===== config.mk =====
export PLATFORM = sky130hd
export DESIGN_NAME = vending_machine_multi
export DESIGN_NICKNAME = d
export VERILOG_FILES = /design/src/rtl/vending_pkg.sv /design/src/rtl/vending_machine_multi_change_dispenser.sv /design/src/rtl/vending_machine_multi.sv
export SDC_FILE = /design/constraint.sdc
export NUM_CORES = 1
export LEC_CHECK = 0
export ABC_AREA = 1
export CORE_MARGIN = 2
export CORE_UTILIZATION = 50
export CTS_CLUSTER_SIZE = 12
export DETAILED_ROUTE_END_ITERATION = 6
export PLACE_DENSITY = 0.68
export SKIP_CTS_REPAIR_TIMING = 1
export SLEW_MARGIN = 40
export SYNTH_ARGS = -nofsm -noshare
export SYNTH_HDL_FRONTEND = slang
export SYNTH_HIERARCHICAL = 1
export SYNTH_SLANG_ARGS = --single-unit

===== constraint.sdc =====
create_clock -name clk -period 6.8 [get_ports clk]
set_input_delay 1.36 -clock clk [delete_from_list [all_inputs] [get_ports clk]]
set_output_delay 1.36 -clock clk [all_outputs]
set_load 0.005 [all_outputs]

===== src/rtl/vending_pkg.sv =====
// vending_pkg: coin codes, FSM state type and coin value decode shared by the vending machine
package vending_pkg;
  localparam int PKG_CREDIT_W = 8;
  localparam logic [1:0] COIN_NONE = 2'd0;
  localparam logic [1:0] COIN_1 = 2'd1;
  localparam logic [1:0] COIN_2 = 2'd2;
  localparam logic [1:0] COIN_3 = 2'd3;
  typedef enum logic [1:0] {S_IDLE, S_CREDIT, S_VEND, S_CHANGE} state_t;
  function automatic logic [PKG_CREDIT_W-1:0] coin_value(input logic [1:0] code, input int v1, input int v2, input int v3);
    return code == COIN_1 ? PKG_CREDIT_W'(v1) :
           code == COIN_2 ? PKG_CREDIT_W'(v2) :
           code == COIN_3 ? PKG_CREDIT_W'(v3) : '0;
  endfunction
endpackage


===== src/rtl/vending_machine_multi_change_dispenser.sv =====
// change_dispenser: loads an amount and pays it out greedily, one registered coin per cycle
module change_dispenser
  import vending_pkg::*;
#(
  parameter int CREDIT_W = 8,
  parameter int V1 = 5,
  parameter int V2 = 10,
  parameter int V3 = 25
) (
  input  logic                clk,
  input  logic                rst,
  input  logic                load,
  input  logic [CREDIT_W-1:0] amount,
  output logic [1:0]          change,
  output logic                change_valid,
  output logic                done,
  output logic [CREDIT_W-1:0] rem_next
);
  logic [CREDIT_W-1:0] rem_q, rem_d, amt, val;
  logic [1:0] change_q, change_d;
  logic valid_q, valid_d;
  // The first coin leaves on the load edge itself, so it is visible the cycle after the request.
  always_comb begin
    amt = load ? amount : rem_q;
    change_d = amt >= CREDIT_W'(V3) ? COIN_3 :
               amt >= CREDIT_W'(V2) ? COIN_2 :
               amt >= CREDIT_W'(V1) ? COIN_1 : COIN_NONE;
    val = CREDIT_W'(coin_value(change_d, V1, V2, V3));
    rem_d = amt - val;
    valid_d = change_d != COIN_NONE;
  end
  always_ff @(posedge clk) begin
    if (rst) begin
      rem_q <= '0;
      change_q <= COIN_NONE;
      valid_q <= 1'b0;
    end else begin
      rem_q <= rem_d;
      change_q <= change_d;
      valid_q <= valid_d;
    end
  end
  assign change = change_q;
  assign change_valid = valid_q;
  assign done = rem_q == '0;
  assign rem_next = rem_d;
endmodule


===== src/rtl/vending_machine_multi.sv =====
// vending_machine_multi: multi-item coin vending FSM with stock, refund, restock and serial change
module vending_machine_multi
  import vending_pkg::*;
#(
  parameter int NUM_ITEMS = 4,
  parameter int SEL_W = 2,
  parameter int CREDIT_W = 8,
  parameter int COIN1_VAL = 5,
  parameter int COIN2_VAL = 10,
  parameter int COIN3_VAL = 25,
  parameter logic [NUM_ITEMS*CREDIT_W-1:0] PRICES = {8'd30, 8'd25, 8'd20, 8'd15},
  parameter int MAX_CREDIT = 100,
  parameter int STOCK_W = 4,
  parameter int STOCK_INIT = 2
) (
  input  logic                clk,
  input  logic                rst,
  input  logic [1:0]          coin,
  input  logic                sel_valid,
  input  logic [SEL_W-1:0]    sel,
  input  logic                cancel,
  input  logic                restock,
  output logic                out,
  output logic [SEL_W-1:0]    item,
  output logic [1:0]          change,
  output logic                change_valid,
  output logic                coin_reject,
  output logic                sold_out,
  output logic                insufficient,
  output logic [CREDIT_W-1:0] credit,
  output logic                busy
);
  state_t state_q, state_d;
  logic [CREDIT_W-1:0] credit_q, credit_d, coin_val, price, disp_rem;
  logic [CREDIT_W:0] sum;
  logic [STOCK_W-1:0] stock_q [NUM_ITEMS];
  logic [STOCK_W-1:0] stock_d [NUM_ITEMS];
  logic [SEL_W-1:0] item_q, item_d;
  logic out_q, out_d, rej_q, rej_d, sold_q, sold_d, insuf_q, insuf_d, busy_q, busy_d;
  logic load, disp_done, sel_ok, has_coin;
  change_dispenser #(
    .CREDIT_W(CREDIT_W), .V1(COIN1_VAL), .V2(COIN2_VAL), .V3(COIN3_VAL)
  ) u_disp (
    .clk(clk), .rst(rst), .load(load), .amount(credit_q),
    .change(change), .change_valid(change_valid), .done(disp_done), .rem_next(disp_rem)
  );
  always_comb begin
    coin_val = CREDIT_W'(coin_value(coin, COIN1_VAL, COIN2_VAL, COIN3_VAL));
    price = PRICES[int'(sel)*CREDIT_W +: CREDIT_W];
    sum = {1'b0, credit_q} + {1'b0, coin_val};
    sel_ok = int'(sel) < NUM_ITEMS;
    has_coin = coin != COIN_NONE;
    state_d = state_q;
    credit_d = credit_q;
    item_d = item_q;
    stock_d = stock_q;
    out_d = 1'b0;
    rej_d = 1'b0;
    sold_d = 1'b0;
    insuf_d = 1'b0;
    load = 1'b0;
    if (state_q == S_VEND || state_q == S_CHANGE) begin
      rej_d = has_coin;
      load = state_q == S_VEND && credit_q != '0;
      state_d = state_q == S_VEND ? (load ? S_CHANGE : S_IDLE) : (disp_done ? S_IDLE : S_CHANGE);
      credit_d = disp_rem;
    end else if (cancel) begin
      rej_d = has_coin;
      load = credit_q != '0;
      state_d = load ? S_CHANGE : state_q;
      credit_d = load ? disp_rem : credit_q;
    end else if (sel_valid) begin
      rej_d = has_coin;
      if (sel_ok) begin
        if (stock_q[sel] == '0) sold_d = 1'b1;
        else if (credit_q < price) insuf_d = 1'b1;
        else begin
          state_d = S_VEND;
          out_d = 1'b1;
          item_d = sel;
          stock_d[sel] = stock_q[sel] - 1'b1;
          credit_d = credit_q - price;
        end
      end
    end else if (has_coin) begin
      // Guard bit in sum keeps the ceiling compare honest near the top of the credit range.
      rej_d = sum > (CREDIT_W+1)'(MAX_CREDIT);
      credit_d = rej_d ? credit_q : sum[CREDIT_W-1:0];
      state_d = rej_d ? state_q : S_CREDIT;
    end
    if (restock) for (int i = 0; i < NUM_ITEMS; i++) stock_d[i] = STOCK_W'(STOCK_INIT);
    busy_d = state_d == S_VEND || state_d == S_CHANGE;
  end
  always_ff @(posedge clk) begin
    if (rst) begin
      state_q <= S_IDLE;
      credit_q <= '0;
      item_q <= '0;
      out_q <= 1'b0;
      rej_q <= 1'b0;
      sold_q <= 1'b0;
      insuf_q <= 1'b0;
      busy_q <= 1'b0;
      for (int i = 0; i < NUM_ITEMS; i++) stock_q[i] <= STOCK_W'(STOCK_INIT);
    end else begin
      state_q <= state_d;
      credit_q <= credit_d;
      item_q <= item_d;
      out_q <= out_d;
      rej_q <= rej_d;
      sold_q <= sold_d;
      insuf_q <= insuf_d;
      busy_q <= busy_d;
      stock_q <= stock_d;
    end
  end
  assign out = out_q;
  assign item = item_q;
  assign coin_reject = rej_q;
  assign sold_out = sold_q;
  assign insufficient = insuf_q;
  assign credit = credit_q;
  assign busy = busy_q;
endmodule


==> run metrics <==
outcome finished clean; met1 Track Usage GR 32.29%; Clock transition at path regs roughly 90 ps; count leader, synth nand2_1; Synth Flop Type dfxtp_1; max cap viols 0; CP bufs+invs 2; CP max FO 14; Final ANT Viol Nets 0; Die ar. approximately 0.0073 sq mm; met3 usage roughly 4.8%; Starting Density a little over 50%; Critical-path top delay cell clkdlybuf4s50_1; post-placement cell count 607; Gate Count Post-Synth about 510; sw frac 50.44%; Core Region roughly 0.0063 sq mm; Internal 0.9142 mW; Clock Path Buffers 2; CTS Sinks 44; count of different cell masters after synthesis 41; PwrDens roughly 500 mW/mm^2; CP Cell Sequence clkdlybuf4s50_1 -> nand2_1 -> a21oi_2 -> inv_1 -> nand2_1 -> nand2_2 -> nand2_1 -> nand2_1 -> nand3_4 -> nand2_1 -> ha_1 -> fa_1 -> o21ai_0 -> nand2_1 -> nand3_1 -> nand2_1 -> nand2_1 -> nand2_1 -> nor2_1 -> nand3_1 -> nand2_1 -> nor2_1; clock share of power a little under an eighth; Finished Layout Cells 615; first-pass GRT wire length 13.84 mm; CTS Root Cell clkbuf_8; post-synthesis sequential area ratio a little over a quarter; vias in the first global route 2,989; hpwl dp ~6.6 mm; WL/cell 13.80 um; H-tree Lvls 2; actual slew at the worst max-slew pin 620.2 ps; Yosys warnings 6; Pre-Repair DR Iteration Count 5; post-synth top area cell dfxtp_1; cell area after synthesis 0.003301 sq mm; VDD IR max 0.0003124 V; Hold Crit Class flip-flop to flip-flop; final setup fails 0; P_sw approximately 0.93 mW; r2r endpoint credit[6]; PortBufs 26; total track usage a little under a quarter; Final min period about 4700 ps; DR iter-0 viols about 200; Post-Syn Nets 548; Post-Syn Area per Cell approximately 6.4 sq um; register bit count reported by yosys 44; Worst Setup Path Type input pin to flip-flop; final net count approximately 570; final worst path period share a little over two thirds; critical path arrival between 4000 and 5000 ps; Async S/R FF share, synth 0%; post-synth top area share between 20% and 30%; Area growth syn-to-layout 12.28%; RSZ-0062 raised after global routing no; GR peak layer met2; # DRC 0; Critical Path Start Type input pin; crit-path most repeated cell nand2_1; largest net degree at the start of global routing 17; Vias about 3,200; sequential share of power around a fifth; highest clock rate about 210 MHz; R2R cell count 24; Ports 27; R2R setup slack 2730 ps; crit-path max cell delay roughly 540 ps; Synth area leaders dfxtp_1, nand2_1, inv_1; Worst path top cell family by delay simple AND/OR/NAND/NOR gates; pre-CTS setup slack between 1000 and 1500 ps; clock skew 11.90 ps; initial antenna violation count 0; Leakage around 1.9 nW; Slew headroom about three fifths; critical path capture point type flip-flop; Vias per Instance between 5 and 6; Hold Vio Cnt, Final 0; grt ovf 0; EDFF count, synth 0; Worst Hold End stock_q[12]; RePlAce Congestion approximately 0.92; CTS tree done; worst r2r src credit[5]; Hold Startpoint stock_q[12]; hold path depth 2; # diodes 0; share of cells above drive strength 1 7.435%; setup ws final slightly above 2000 ps; Setup TNS 0 ps; Die Y between 80 and 90 um; met2 global-route usage roughly two fifths; Max Slew Vio Count 0; WP data required 7010 ps; FILL cells 629; Clock Latency Late Sink between 300 and 400 ps; most instantiated cells after synthesis nand2_1, inv_1, nor2_1; final WL around 8.5 mm; number of buffers created by CTS 5; Die Wd 85.25 um; Rows 29; combinational fraction of design power between 60% and 70%
## through the flow
stage	hold WS, ps	util, %	instance area (sq um)	power (mW)
final	454.7	58.36	3706	1.845
after global routing	500.7	58.36	3706	2.008
after CTS	456.7	58.31	3702	1.835
after detailed placement	443.8	56.39	3581	1.614
after global placement	439.0	56.39	3581	1.599
after floorplan	424.4	-	3301	1.295
## cell usage in the layout, fill, tap and decap left out, types with 2 or more instances in the layout
cell and n:
nor2_2 2, a21oi_2 2, xor2_1 2, nor2_4 2
nand2_2 9, inv_1 75, a21oi_1 38, inv_2 4
nor2_1 55, clkdlybuf4s50_1 26, nand2_1 142, nor4b_1 2
clkinv_4 2, nand3_1 39, a22oi_1 2, dfxtp_1 44
nand4_1 7, or2_2 2, ha_1 22, o21ai_0 26
fa_1 3, a221oi_1 2, clkbuf_8 6, nand3_2 5
xnor2_1 3
## worst max-delay path by stage
stage                 from   endpoint  slack, ps  cells past startpoint
finish              cancel  credit[6]       2060                     22
global route        cancel  credit[6]       1730                     22
CTS                 cancel  credit[6]       1780                     22
detailed placement  cancel  credit[6]       1470                     22
global placement    cancel  credit[6]       1610                     22
floorplan           cancel  credit[6]       2870                     20
## area by class of cell
type	instances	area, sq um	area share, %
clock buffer	6	82.58	2.228
clock inverter	2	38.79	1.047
inverter	80	305.3	8.238
multi-input combinational	380	2042	55.10
sequential	44	880.8	23.77
tap	77	96.34	2.600
timing repair buffer	26	260.3	7.022
## layer usage
layer / vias up / part of all wire [%]
li1: 1682 / -
met1: 1448 / 48
met2: 103 / 44
met3: 9 / 6.4
met4: 0 / 1.0
met5: - / 0
## power groups by stage
stage / clock network (mW) / registers (mW) / logic [mW]
5_1_grt: 0.227 / 0.390 / 1.39
6_report: 0.219 / 0.383 / 1.24
3_3_place_gp: 0 / 0.387 / 1.21
2_1_floorplan: 0 / 0.363 / 0.932
4_1_cts: 0.220 / 0.382 / 1.23
3_5_place_dp: 0 / 0.388 / 1.23
## sequential cells by signal, indices dropped and copies added (netlist names), 2 cells and up
name / cells
credit: 8
stock_q: 16
u_disp/rem_q: 8
state_q: 2
u_disp/change: 2
item: 2
## kinds of logic after synthesis
group,count (synthesis),synth area share (%)
flops,44,26.69
xor+xnor,5,1.327
compound gates,77,12.93
fa+ha+maj,25,10.16
buf+inv,90,11.56
simple gates,273,37.34
## worst register-to-register path, stage by stage (launching register included)
cell and delay [ps]:
dfxtp_1 680, clkinv_4 120, nand2_2 110, or3_4 140, nor2_1 60, a21oi_2 390
inv_1 230, nand2_1 120, nand2_2 100, nand2_1 90, nand2_1 90, nand3_4 110
nand2_1 70, ha_1 220, fa_1 390, o21ai_0 360, nand2_1 120, nand3_1 110
nand2_1 60, nand2_1 60, nand2_1 60, nor2_1 80, nand3_1 80, nand2_1 70
nor2_1 40
No activity file was read; power rests on OpenSTA's default activity.
